## src/rtl/wb_pkg.sv

```systemverilog
// Shared widths, limits and the FIFO entry type for the writeback arbiter.
package wb_pkg;

  localparam int REG_ADDR_W    = 5;
  localparam int DATA_W        = 32;
  localparam int WB_FIFO_DEPTH = 4;
  localparam int STARVE_LIMIT  = 8;
  localparam int PTR_W         = 2;
  localparam int CNT_W         = 3;
  localparam int STARVE_W      = 4;

  typedef struct packed {
    logic [REG_ADDR_W-1:0] reg_num;
    logic [DATA_W-1:0]     data;
  } wb_entry_t;

  // One-hot mask of a register number, used to set/clear scoreboard bits.
  function automatic logic [DATA_W-1:0] reg_mask(input logic [REG_ADDR_W-1:0] r);
    logic [DATA_W-1:0] one;
    one = {{(DATA_W-1){1'b0}}, 1'b1};
    return one << r;
  endfunction

endpackage

```

## src/rtl/wb_fifo.sv

```systemverilog
// Four-entry in-order FIFO for long-latency writeback results.
module wb_fifo
  import wb_pkg::*;
(
  input  logic             clk,
  input  logic             rst_n,
  input  logic             push,
  input  logic             pop,
  input  wb_entry_t        wr_entry,
  output wb_entry_t        rd_entry,
  output logic             full,
  output logic             empty,
  output logic [CNT_W-1:0] count
);

  wb_entry_t        mem_r [WB_FIFO_DEPTH];
  logic [PTR_W-1:0] wr_ptr_r;
  logic [PTR_W-1:0] rd_ptr_r;
  logic [CNT_W-1:0] count_r;
  logic             push_ok_s;
  logic             pop_ok_s;

  // Flags come straight from the count register so a pop never opens room for a same-cycle push.
  assign full     = (count_r == CNT_W'(WB_FIFO_DEPTH));
  assign empty    = (count_r == 3'd0);
  assign count    = count_r;
  assign rd_entry = mem_r[rd_ptr_r];

  // Qualify requests against the current occupancy.
  always_comb begin
    push_ok_s = 1'b0;
    pop_ok_s  = 1'b0;
    if (push && !full) begin
      push_ok_s = 1'b1;
    end else begin
      push_ok_s = 1'b0;
    end
    if (pop && !empty) begin
      pop_ok_s = 1'b1;
    end else begin
      pop_ok_s = 1'b0;
    end
  end

  // Storage, pointers and occupancy count.
  always_ff @(posedge clk or negedge rst_n) begin
    if (!rst_n) begin
      for (int i = 0; i < WB_FIFO_DEPTH; i++) begin
        mem_r[i] <= '0;
      end
      wr_ptr_r <= 2'd0;
      rd_ptr_r <= 2'd0;
      count_r  <= 3'd0;
    end else begin
      if (push_ok_s) begin
        mem_r[wr_ptr_r] <= wr_entry;
        wr_ptr_r        <= wr_ptr_r + 2'd1;
      end
      if (pop_ok_s) begin
        rd_ptr_r <= rd_ptr_r + 2'd1;
      end
      case ({push_ok_s, pop_ok_s})
        2'b10:   count_r <= count_r + 3'd1;
        2'b01:   count_r <= count_r - 3'd1;
        default: count_r <= count_r;
      endcase
    end
  end

endmodule

```

## src/rtl/writeback_arbiter.sv

```systemverilog
// Single-port register-file writeback arbiter: ALU results take priority, buffered
// long-latency results drain when the port is free or the ALU has starved them too long.
module writeback_arbiter
  import wb_pkg::*;
(
  input  logic                  clk,
  input  logic                  rst_n,
  input  logic                  alu_valid,
  input  logic [REG_ADDR_W-1:0] alu_reg,
  input  logic [DATA_W-1:0]     alu_data,
  output logic                  alu_stall,
  input  logic                  lng_valid,
  output logic                  lng_ready,
  input  logic [REG_ADDR_W-1:0] lng_reg,
  input  logic [DATA_W-1:0]     lng_data,
  input  logic                  rsv_valid,
  input  logic [REG_ADDR_W-1:0] rsv_reg,
  output logic [DATA_W-1:0]     busy,
  output logic                  WE,
  output logic [REG_ADDR_W-1:0] write_reg_number,
  output logic [DATA_W-1:0]     write_data
);

  wb_entry_t             head_s;
  wb_entry_t             push_entry_s;
  logic                  fifo_full_s;
  logic                  fifo_empty_s;
  logic [CNT_W-1:0]      fifo_count_s;
  logic                  alu_win_s;
  logic                  pop_s;
  logic                  push_s;
  logic [DATA_W-1:0]     busy_next_s;
  logic [STARVE_W-1:0]   starve_r;
  logic [DATA_W-1:0]     busy_r;
  logic                  we_r;
  logic [REG_ADDR_W-1:0] wreg_r;
  logic [DATA_W-1:0]     wdata_r;

  assign push_entry_s     = '{reg_num: lng_reg, data: lng_data};
  assign alu_stall        = (starve_r == STARVE_W'(STARVE_LIMIT));
  assign lng_ready        = ~fifo_full_s;
  assign busy             = busy_r;
  assign WE               = we_r;
  assign write_reg_number = wreg_r;
  assign write_data       = wdata_r;

  wb_fifo u_fifo (
    .clk      (clk),
    .rst_n    (rst_n),
    .push     (push_s),
    .pop      (pop_s),
    .wr_entry (push_entry_s),
    .rd_entry (head_s),
    .full     (fifo_full_s),
    .empty    (fifo_empty_s),
    .count    (fifo_count_s)
  );

  // Write-port arbitration; r0 results are absorbed without using the port.
  always_comb begin
    alu_win_s = 1'b0;
    pop_s     = 1'b0;
    push_s    = 1'b0;
    if (alu_valid && (alu_reg != 5'd0) && !alu_stall) begin
      alu_win_s = 1'b1;
    end else begin
      alu_win_s = 1'b0;
    end
    if (!alu_win_s && (fifo_count_s != 3'd0)) begin
      pop_s = 1'b1;
    end else begin
      pop_s = 1'b0;
    end
    if (lng_valid && !fifo_full_s && (lng_reg != 5'd0)) begin
      push_s = 1'b1;
    end else begin
      push_s = 1'b0;
    end
  end

  // Scoreboard next state: a reservation overrides a same-cycle clear.
  always_comb begin
    busy_next_s = busy_r;
    if (pop_s) begin
      busy_next_s = busy_next_s & ~reg_mask(head_s.reg_num);
    end else begin
      busy_next_s = busy_r;
    end
    if (rsv_valid && (rsv_reg != 5'd0)) begin
      busy_next_s = busy_next_s | reg_mask(rsv_reg);
    end else begin
      busy_next_s = busy_next_s;
    end
    busy_next_s[0] = 1'b0;
  end

  // Starvation counter and pending-write scoreboard.
  always_ff @(posedge clk or negedge rst_n) begin
    if (!rst_n) begin
      starve_r <= 4'd0;
      busy_r   <= 32'd0;
    end else begin
      busy_r <= busy_next_s;
      if (fifo_empty_s || pop_s) begin
        starve_r <= 4'd0;
      end else if (alu_win_s && !alu_stall) begin
        starve_r <= starve_r + 4'd1;
      end else begin
        starve_r <= starve_r;
      end
    end
  end

  // Registered write port; address and data hold while idle.
  always_ff @(posedge clk or negedge rst_n) begin
    if (!rst_n) begin
      we_r    <= 1'b0;
      wreg_r  <= 5'd0;
      wdata_r <= 32'd0;
    end else if (alu_win_s) begin
      we_r    <= 1'b1;
      wreg_r  <= alu_reg;
      wdata_r <= alu_data;
    end else if (pop_s) begin
      we_r    <= 1'b1;
      wreg_r  <= head_s.reg_num;
      wdata_r <= head_s.data;
    end else begin
      we_r    <= 1'b0;
      wreg_r  <= wreg_r;
      wdata_r <= wdata_r;
    end
  end

endmodule

```

## config.mk

```make
export PLATFORM = sky130hd
export DESIGN_NAME = writeback_arbiter
export DESIGN_NICKNAME = d
export VERILOG_FILES = /design/src/rtl/wb_pkg.sv /design/src/rtl/wb_fifo.sv /design/src/rtl/writeback_arbiter.sv
export SDC_FILE = /design/constraint.sdc
export NUM_CORES = 1
export LEC_CHECK = 0
export CORE_ASPECT_RATIO = 1.2
export CORE_MARGIN = 2
export CORE_UTILIZATION = 30
export DETAILED_ROUTE_END_ITERATION = 10
export PLACE_DENSITY = 0.59
export SYNTH_ARGS = -nofsm -noshare
export SYNTH_HDL_FRONTEND = slang
export SYNTH_SLANG_ARGS = --single-unit
```

## constraint.sdc

```tcl
create_clock -name clk -period 2.05 [get_ports clk]
set_input_delay 0.3075 -clock clk [delete_from_list [all_inputs] [get_ports clk]]
set_output_delay 0.3075 -clock clk [all_outputs]
set_load 0.02 [all_outputs]
```

* After elaboration in Yosys (flattened, before gate mapping)
Index checks and enable logic that the tools add are counted.
** Word-level totals
- Bits in registers :: 228
- Bits of input ports :: 84
- Output and inout bits :: 72
- Word-level logic and storage cells :: 81
** Cells by class
- $add $sub $neg :: 5
- Order comparisons :: 3
- Eq/ne operators :: 4
- Shifts and indexed selects :: 2
- Multiplexer cells :: 22
- Bitwise operators :: 6
- Reduce and logical (&&, ||, !) cells :: 23
** Operator list (count)
- $bwmux W148 :: 1
- $mux W32 :: 4
- $mux W37 :: 3
- $bmux W37 S2 :: 1
- $demux W37 S2 :: 1
- $shl A1 B5 Y32 const A :: 2
- $and A32 B32 Y32 :: 1
- $not A32 Y32 :: 1
- $or A32 B32 Y32 :: 1
- $reduce_bool A5 Y1 :: 3
- $logic_and A1 B1 Y1 :: 10
- $mux W5 :: 2
- $mux W4 :: 2
- $mux W1 :: 7
- $ge A3 B3 Y1 const B :: 2
- $not A2 Y3 :: 2
- $pmux W3 S2 :: 1
- $reduce_bool A2 Y1 :: 3
- $add A2 B1 Y2 const B :: 2
- $add A4 B1 Y4 const B :: 1
- $eq A4 B4 Y1 const B :: 1
- $logic_not A1 Y1 :: 4
- $add A3 B1 Y3 const B :: 1
- $eq A3 B3 Y1 const B :: 1
- other kinds (8) :: 8

* Depth between registers and ports, before layout
Gate-level depths: netlist (run 1).
- Depth after elaboration :: 11
- Depth in mapped cells :: 12
- Mapped depth without buffers :: 11

* Modules after synthesis
Synthesis (run 1) repeated with hierarchy kept, for this count alone.
** Unflattened totals
- Cell total of the unflattened synthesis :: 786
- Area, all modules :: 10398.7 um2
** By module, submodules not included
- wb_fifo :: instances 1, cells an instance 393, area each 6907.9 um2, sequential area each 3878.7 um2
- writeback_arbiter :: instances 1, cells an instance 393, area each 3490.8 um2, sequential area each 1826.8 um2

* Least setup slack after synthesis (run 1)
OpenSTA, ideal clock, no wires.
- Path kind :: input to register
- Start :: input alu_reg[1]
- End :: register u_fifo.count_r[2] (netlist: u_fifo.count[2])
- Setup time :: 0.079 ns
- Data arrival time :: 2.337 ns
- Data required time :: 1.971 ns
- Setup slack :: -0.366 ns
- Stages :: 10
- Path buffers :: 1
- Cells stage by stage :: or4_1 o211a_1 buf_6 nor2_1 ha_1 inv_1 fa_1 xor2_1 nor2_1 xor2_1
** Between the ends
- Word-level cells in the longest chain between the ends :: 11
- Elaborated cells between the ends (all ways) :: 13
- Those cells by class :: eq/ne (2); mux (4); reduce/logical (7)
** Ends and longest elaborated chain
- from (decl) :: line writeback_arbiter.sv:9 : input logic [REG_ADDR_W-1:0] alu_reg,
- $reduce_bool A5 Y1 * :: line writeback_arbiter.sv:64 : if (alu_valid && (alu_reg != 5'd0) && !alu_stall) begin
- $logic_and A1 B1 Y1 * (2 in a row) :: line writeback_arbiter.sv:64
- $mux W1 * :: line writeback_arbiter.sv:64
- $logic_not A1 Y1 * :: line writeback_arbiter.sv:69 : if (!alu_win_s && (fifo_count_s != 3'd0)) begin
- $logic_and A1 B1 Y1 * :: line writeback_arbiter.sv:69
- $mux W1 * :: line writeback_arbiter.sv:69
- $logic_and A1 B1 Y1 * :: line wb_fifo.sv:38 : if (pop && !empty) begin
- $mux W1 * :: line wb_fifo.sv:38
- named net u_fifo.pop_ok_s :: line wb_fifo.sv:21 : logic pop_ok_s;
- $eq A2 B1 Y1 / $eq A2 B2 Y1 (equally long branches) :: line wb_fifo.sv:62 : case ({push_ok_s, pop_ok_s})
- $pmux W3 S2 / $reduce_bool A2 Y1 (equally long branches)
- to (signal assigned) :: line wb_fifo.sv:63 : 2'b10: count_r <= count_r + 3'd1;
- to (signal assigned) :: line wb_fifo.sv:64 : 2'b01: count_r <= count_r - 3'd1;
- to (signal assigned) :: line wb_fifo.sv:65 : default: count_r <= count_r;
- to (decl) :: line wb_fifo.sv:19 : logic [CNT_W-1:0] count_r;
The timed path passes the listed nets; every way through them passes the cells marked *.
A chain may end at the register's enable or synchronous reset.

* Final worst setup path (run 1)
- Start :: register starve_r[0]
- End :: register u_fifo.count_r[2] (netlist: u_fifo.count[2])
** Between the ends
- Word-level cells in the longest chain between the ends :: 11
- Elaborated cells between the ends (all ways) :: 13
- Those cells by class :: eq/ne (3); mux (4); reduce/logical (6)
** Ends and longest elaborated chain
- from (decl) :: line writeback_arbiter.sv:33 : logic [STARVE_W-1:0] starve_r;
- from (signal assigned) :: line writeback_arbiter.sv:107 : starve_r <= starve_r + 4'd1;
- from (signal assigned) :: line writeback_arbiter.sv:109 : starve_r <= starve_r;
- $eq A4 B4 Y1 * :: line writeback_arbiter.sv:40 : assign alu_stall = (starve_r == STARVE_W'(STARVE_LIMIT));
- $logic_not A1 Y1 * :: line writeback_arbiter.sv:64
- $logic_and A1 B1 Y1 * :: line writeback_arbiter.sv:64
- $mux W1 * :: line writeback_arbiter.sv:64
- $logic_not A1 Y1 * :: line writeback_arbiter.sv:69
- $logic_and A1 B1 Y1 * :: line writeback_arbiter.sv:69
- $mux W1 * :: line writeback_arbiter.sv:69
- $logic_and A1 B1 Y1 * :: line wb_fifo.sv:38
- $mux W1 * :: line wb_fifo.sv:38
- named net u_fifo.pop_ok_s :: line wb_fifo.sv:21
- $eq A2 B1 Y1 / $eq A2 B2 Y1 (equally long branches) :: line wb_fifo.sv:62
- $pmux W3 S2 / $reduce_bool A2 Y1 (equally long branches)
Marked as above.

==> qor.txt, run 1 <==
Clk_lat worst skew -> 0.54 ns
CTS sink count -> 228
First-pass iteration count of the detailed router -> 5
CTS tree -> built
Top cells by area, synth -> dfrtp_1 55%, mux2_2 15%, mux4_2 8.0%
Root Buffer -> clkbuf_16
Finished Layout Cells -> 1483
GR Overflow Total -> 0
PortBufs -> 154
Cell taking the most area after synthesis -> dfrtp_1
Gr usage total -> 14.5%
Gate Count Post-Synth -> 801
Diodes inserted -> 0
Initial antenna violation count -> 0
Detail Route Antenna Nets -> 0
Final Wtd Congestion -> 0.790
NetSw -> 7.99 mW
Clk pwr share -> 20.7%
CP Max Fanout -> 2
Via count -> 7105
Total power -> 23.4 mW
HP Class -> in2reg
Sw Share -> 34.2%
Top_reg_cell synth -> dfrtp_1
Commonest non-fill, non-tap cell in the layout -> dfrtp_1
Setup Crit Path Kind -> reg2reg
Yosys warns -> 0
Hold Path Depth -> 3
Final WL -> 25900 um
Status -> completed
EDFF count, synth -> 0
Area Growth Syn to Fin -> 34.4%
Relative slew margins -> 65.3%
Placed Instances -> 1432
Worst-case reg-to-reg path depth -> 11
# rows -> 74
Setup TNS -> 0 ns
H-tree Lvls -> 1
Cell area power density -> 1680 nW/um2
Hold WS -> 0.0893 ns
Period utilisation layout -> 98.3%
Commonest cells after routing, fill and taps aside -> 226 x dfrtp_1, 146 x clkdlybuf4s50_1, 141 x mux2_2
Die Area -> 36100 um2
Max IR drop VDD -> 0.634 mV
CP endpoint kind -> flip-flop
Async SR Flop Fraction -> 100%
Syn Nets -> 893
CTS clk-pin slew, worst paths -> 0.06 ns
Tightest Pin Transition -> 0.520 ns
Mapped cell area -> 10400 um2
Share of layout cells above drive strength 1 -> 31.2%
Longest Clk Path Bufs -> 3
Fin. max-slew vios -> 0
Fmax -> 496 MHz
Final Hold Fails -> 0
Sequential share of the synthesized area -> 54.9%
Gate power share -> 45.2%
Yosys top cell area share -> 54.9%
CP Data Arrival Time -> 2.48 ns
DP Worst Slack -> -0.657 ns
Final Setup Violations -> 0
Setup Skew -> 0.0128 ns
Max-Cap Viols -> 0
Final WS setup -> 0.0346 ns
LEAKAGE -> 5.82 nW
CP Launch Type -> flip-flop
Min Tclk post-route -> 2.02 ns
Flop pwr share -> 34.1%
Remaining DRCs -> 0
Yosys cell types -> 49
Global-route wire length before repair -> 41800 um
Worst Path Required -> 2.51 ns
Die Wd -> 174 um
Initial core utilization -> 30.5%
Unrepaired setup endpoints after global routing -> true
Vias per inst -> 4.79
Syn Area/Cell -> 13.0 um2
Die height -> 208 um
Core Footprint -> 34100 um2
Routed len/inst -> 17.5 um
Io pins -> 156
Fill cells -> 3316
Power Internal -> 15.4 mW
CTS buffer count -> 26
Iteration-0 DRC Markers -> 356
Largest net degree at the start of global routing -> 49
Detailed placement HPWL -> 17900 um
Vias in the first global route -> 7497
Final #Nets -> 1102
#FFs+latches synth -> 228
## Yosys cell counts (all sizes together) (7+ instances only)
| library cell | n |
|---|---|
| a21oi | 19 |
| dfrtp | 228 |
| inv | 9 |
| clkbuf | 14 |
| a31oi | 47 |
| o21ai | 7 |
| nand2 | 82 |
| ha | 7 |
| nor3 | 18 |
| nor2 | 97 |
| mux4 | 37 |
| mux2 | 149 |
| buf | 32 |
## metal layers
layer	global-route usage (%)	wire, um
met3	2.34	1260
met2	25.6	13200
met5	0	0
met1	18.2	10900
met4	4.20	532
## power by group through the flow
| stage | combinational, mW | sequential (mW) | clock, mW |
|---|---|---|---|
| after floorplan | 6.11 | 8.48 | 0 |
| after global placement | 10.5 | 7.98 | 0 |
| after detailed placement | 10.6 | 8.05 | 0 |
| after CTS | 10.7 | 7.98 | 5.00 |
| after global routing | 11.4 | 8.26 | 5.19 |
| final | 10.6 | 7.97 | 4.84 |
## repair_timing
| item | 4_1_cts | 5_1_grt |
|---|---|---|
| pin swaps | 6 | 7 |
| gates resized for setup | 12 | 6 |
| endpoints found under the hold margin | 43 | 0 |
| hold buffers | 1 | 0 |
| setup buffers | 1 | 4 |
| setup endpoints to repair | 6 | 6 |
## worst max-delay path: stages, from the launching register on
cell	delay [ns]
dfrtp_1	0.39
inv_1	0.06
ha_1	0.15
nand3b_1	0.12
o211a_4	0.18
nor2_4	0.14
ha_4	0.15
inv_2	0.03
fa_2	0.32
xor2_1	0.14
nor2_1	0.12
xor2_1	0.14
## final timing paths
path	start	endpoint	slack [ns]
max in group asynchronous	rst_n	u_fifo.mem_r[88]	1.15
worst min register to register	u_fifo.mem_r[37]	u_fifo.mem_r[37]	0.48
worst min-delay path	alu_reg[1]	write_reg_number[1]	0.09
worst max register to register	starve_r[0]	u_fifo.count[2]	0.03
worst max-delay path	starve_r[0]	u_fifo.count[2]	0.03
min in group asynchronous	rst_n	busy[20]	0.28
## flip-flops by register name (all words and copies together), names as in the netlist
signal            count
busy                 31
u_fifo.mem_r        148
write_data           32
u_fifo.rd_ptr_r       2
u_fifo.wr_ptr_r       2
write_reg_number      5
starve_r              4
WE                    1
u_fifo.count          3
## stage by stage
| step | area, um2 | utilization (%) |
|---|---|---|
| after floorplan | 10400 | - |
| after global placement | 13000 | 38.2 |
| after detailed placement | 13000 | 38.2 |
| after CTS | 13900 | 40.8 |
| after global routing | 14000 | 41.0 |
| final | 14000 | 41.0 |
## layout make-up
| cell class | instances | area [um2] | share of cell area (%) |
|---|---|---|---|
| timing repair buffer | 227 | 2350 | 16.9 |
| inverter | 9 | 33.8 | 0.242 |
| clock buffer | 37 | 773 | 5.54 |
| multi-input combinational | 518 | 4390 | 31.5 |
| sequential | 228 | 5710 | 40.9 |
| tap | 456 | 571 | 4.09 |
| clock inverter | 8 | 120 | 0.861 |
## logic make-up (layout without fill, tap and decap cells)
group / Yosys count / after routing / synth area share (%)
AO/OA/AOI/OAI: 82 / 82 / 4.87
XOR/XNOR: 8 / 8 / 0.675
adder cells (fa/ha/maj): 8 / 8 / 1.04
buffers and inverters: 55 / 281 / 3.28
flip-flops: 228 / 228 / 54.9
multiplexers: 189 / 189 / 24.5
other: 1 / 1 / 0.0361
AND/OR/NAND/NOR: 230 / 230 / 10.7
Power figures use the tool's default switching activity.
==> inputs of run 2 (changes only) <==
--- a/config.mk
+++ b/config.mk
@@ -8,6 +8,7 @@
 export CORE_ASPECT_RATIO = 1.2
 export CORE_MARGIN = 2
 export CORE_UTILIZATION = 30
+export CTS_BUF_LIST = sky130_fd_sc_hd__clkbuf_8
 export DETAILED_ROUTE_END_ITERATION = 10
 export PLACE_DENSITY = 0.59
 export SYNTH_ARGS = -nofsm -noshare
==> run 2 against run 1 <==
  * Sequential share of layout area is 0.15 points higher
  * Maximum frequency rose by 0.13%
  * Combinational power about the same
  * Flip-flop and latch count unchanged
  * Critical path depth is the same
  * Design area is 0.36% lower
==> qor.txt, run 2 (synthesized netlist as in run 1, its figures left out) <==
Status -> completed
First-pass iteration count of the detailed router -> 4
Longest Clk Path Bufs -> 3
Root Buffer -> clkbuf_8
Max IR drop VDD -> 0.660 mV
Design area -> 13900 um2
Crit path cell chain -> inv_1 -> ha_1 -> nand3b_1 -> o211a_4 -> nor2_4 -> ha_4 -> inv_2 -> fa_2 -> xor2_1 -> nor2_1 -> xor2_1
Worst Path Required -> 2.51 ns
Via count -> 7183
Die height -> 208 um
Initial antenna violation count -> 0
Cell mode on critical path -> xor2_1
CTS tree -> built
Fmax -> 497 MHz
DP Worst Slack -> -0.657 ns
CP max stage delay -> 0.39 ns
Reg area -> 5710 um2
Tightest Pin Transition -> 0.513 ns
Largest net degree at the start of global routing -> 49
Commonest cells after routing, fill and taps aside -> 226 x dfrtp_1, 146 x clkdlybuf4s50_1, 141 x mux2_2
# rows -> 74
Global-route wire length before repair -> 42000 um
Setup Crit Path Kind -> reg2reg
Min Tclk post-route -> 2.01 ns
Final WL -> 26100 um
Final Hold Fails -> 0
Io pins -> 156
Multi-input logic area -> 4390 um2
Clk pwr share -> 19.2%
Final Wtd Congestion -> 0.790
Setup TNS -> 0 ns
Cell area power density -> 1650 nW/um2
Period utilisation layout -> 98.2%
Remaining DRCs -> 0
Relative slew margins -> 65.8%
Vias in the first global route -> 7634
Unrepaired setup endpoints after global routing -> true
Area Growth Syn to Fin -> 33.9%
Flop pwr share -> 34.7%
Final Setup Violations -> 0
CTS sink count -> 228
PortBufs -> 154
HP Class -> in2reg
Detail Route Antenna Nets -> 0
Die Wd -> 174 um
Gr usage total -> 14.7%
Initial core utilization -> 30.5%
Top reg by flops -> u_fifo.mem_r
Fill cells -> 3326
CTS buffer count -> 41
Slowest stage cell, crit path -> dfrtp_1
H-tree Lvls -> 2
Gate power share -> 46.1%
Max-Cap Viols -> 0
Final WS setup -> 0.0371 ns
CP Max Fanout -> 2
CP Launch Type -> flip-flop
Vias per inst -> 4.76
Sw Share -> 34.9%
Share of layout cells above drive strength 1 -> 32.2%
CP Data Arrival Time -> 2.47 ns
Clk_lat worst skew -> 0.53 ns
NetSw -> 8.01 mW
Power Internal -> 14.9 mW
CTS clk-pin slew, worst paths -> 0.06 ns
Area post-placement -> 13000 um2
Detailed placement HPWL -> 17900 um
Routed len/inst -> 17.3 um
Iteration-0 DRC Markers -> 344
Commonest non-fill, non-tap cell in the layout -> dfrtp_1
Diodes inserted -> 0
CP endpoint kind -> flip-flop
GR Overflow Total -> 0
Setup Skew -> 0.0160 ns
Die Area -> 36100 um2
Max FFs per register -> 148
Core Footprint -> 34100 um2
Final #Nets -> 1117
Fin. max-slew vios -> 0
LEAKAGE -> 5.86 nW
run 2: critical path, delay by kind of cell (launching register included):
kind	cells	cell delay [ns]
XOR/XNOR	2	0.28
flip-flops	1	0.39
AND/OR/NAND/NOR	3	0.38
buffers and inverters	2	0.09
AO/OA/AOI/OAI	1	0.18
adder cells (fa/ha/maj)	3	0.61
run 2: power by group through the flow:
stage	clock network, mW	registers (mW)	logic, mW
3_5_place_dp	0	8.05	10.6
6_report	4.41	7.98	10.6
4_1_cts	4.58	7.98	10.7
3_3_place_gp	0	7.98	10.5
5_1_grt	4.77	8.26	11.4
2_1_floorplan	0	8.48	6.11
run 2: area by class of cell:
class / count / share of cell area [%]
Tap cell: 456 / 4.10
Clock buffer: 52 / 5.15
Inverter: 9 / 0.243
Multi-Input combinational cell: 518 / 31.6
Sequential cell: 228 / 41.1
Timing Repair Buffer: 227 / 16.9
Clock inverter: 18 / 0.936
run 2: final timing paths:
path                             startpoint  slack [ns]  cells after the start             endpoint
max                             starve_r[0]        0.04                     11      u_fifo.count[2]
min                              alu_reg[1]         0.1                      3  write_reg_number[1]
max reg2reg                     starve_r[0]        0.04                     11      u_fifo.count[2]
min reg2reg                u_fifo.mem_r[37]        0.49                      1     u_fifo.mem_r[37]
max in group asynchronous             rst_n        1.14                      3     u_fifo.mem_r[88]
min in group asynchronous             rst_n        0.28                      2             busy[12]
run 2: metrics by stage:
| step | instances | hold slack (ns) | util [%] | total power [mW] |
|---|---|---|---|---|
| final | 1508 | 0.0997 | 40.8 | 23.0 |
| after floorplan | 801 | 0.0119 | - | 14.6 |
| after CTS | 1504 | 0.160 | 40.7 | 23.2 |
| after detailed placement | 1432 | 0.258 | 38.2 | 18.7 |
| after global routing | 1508 | 0.0968 | 40.8 | 24.5 |
| after global placement | 1432 | 0.260 | 38.2 | 18.4 |
run 2: metal layers:
| layer | GRT usage [%] | up-vias | part of all wire [%] |
|---|---|---|---|
| li1 | - | 3318 | - |
| met1 | 18.0 | 3650 | 42 |
| met2 | 25.8 | 175 | 51 |
| met3 | 2.95 | 40 | 4.8 |
| met4 | 4.72 | 0 | 2.2 |
| met5 | 0 | - | 0 |
run 2: what timing repair did:
item | CTS | global route
setup endpoints to repair | 6 | 5
setup buffers | 1 | 4
hold buffers | 1 | 0
resized for setup | 13 | 5
hold endpoints to repair | 43 | 0
pin swaps | 6 | 7
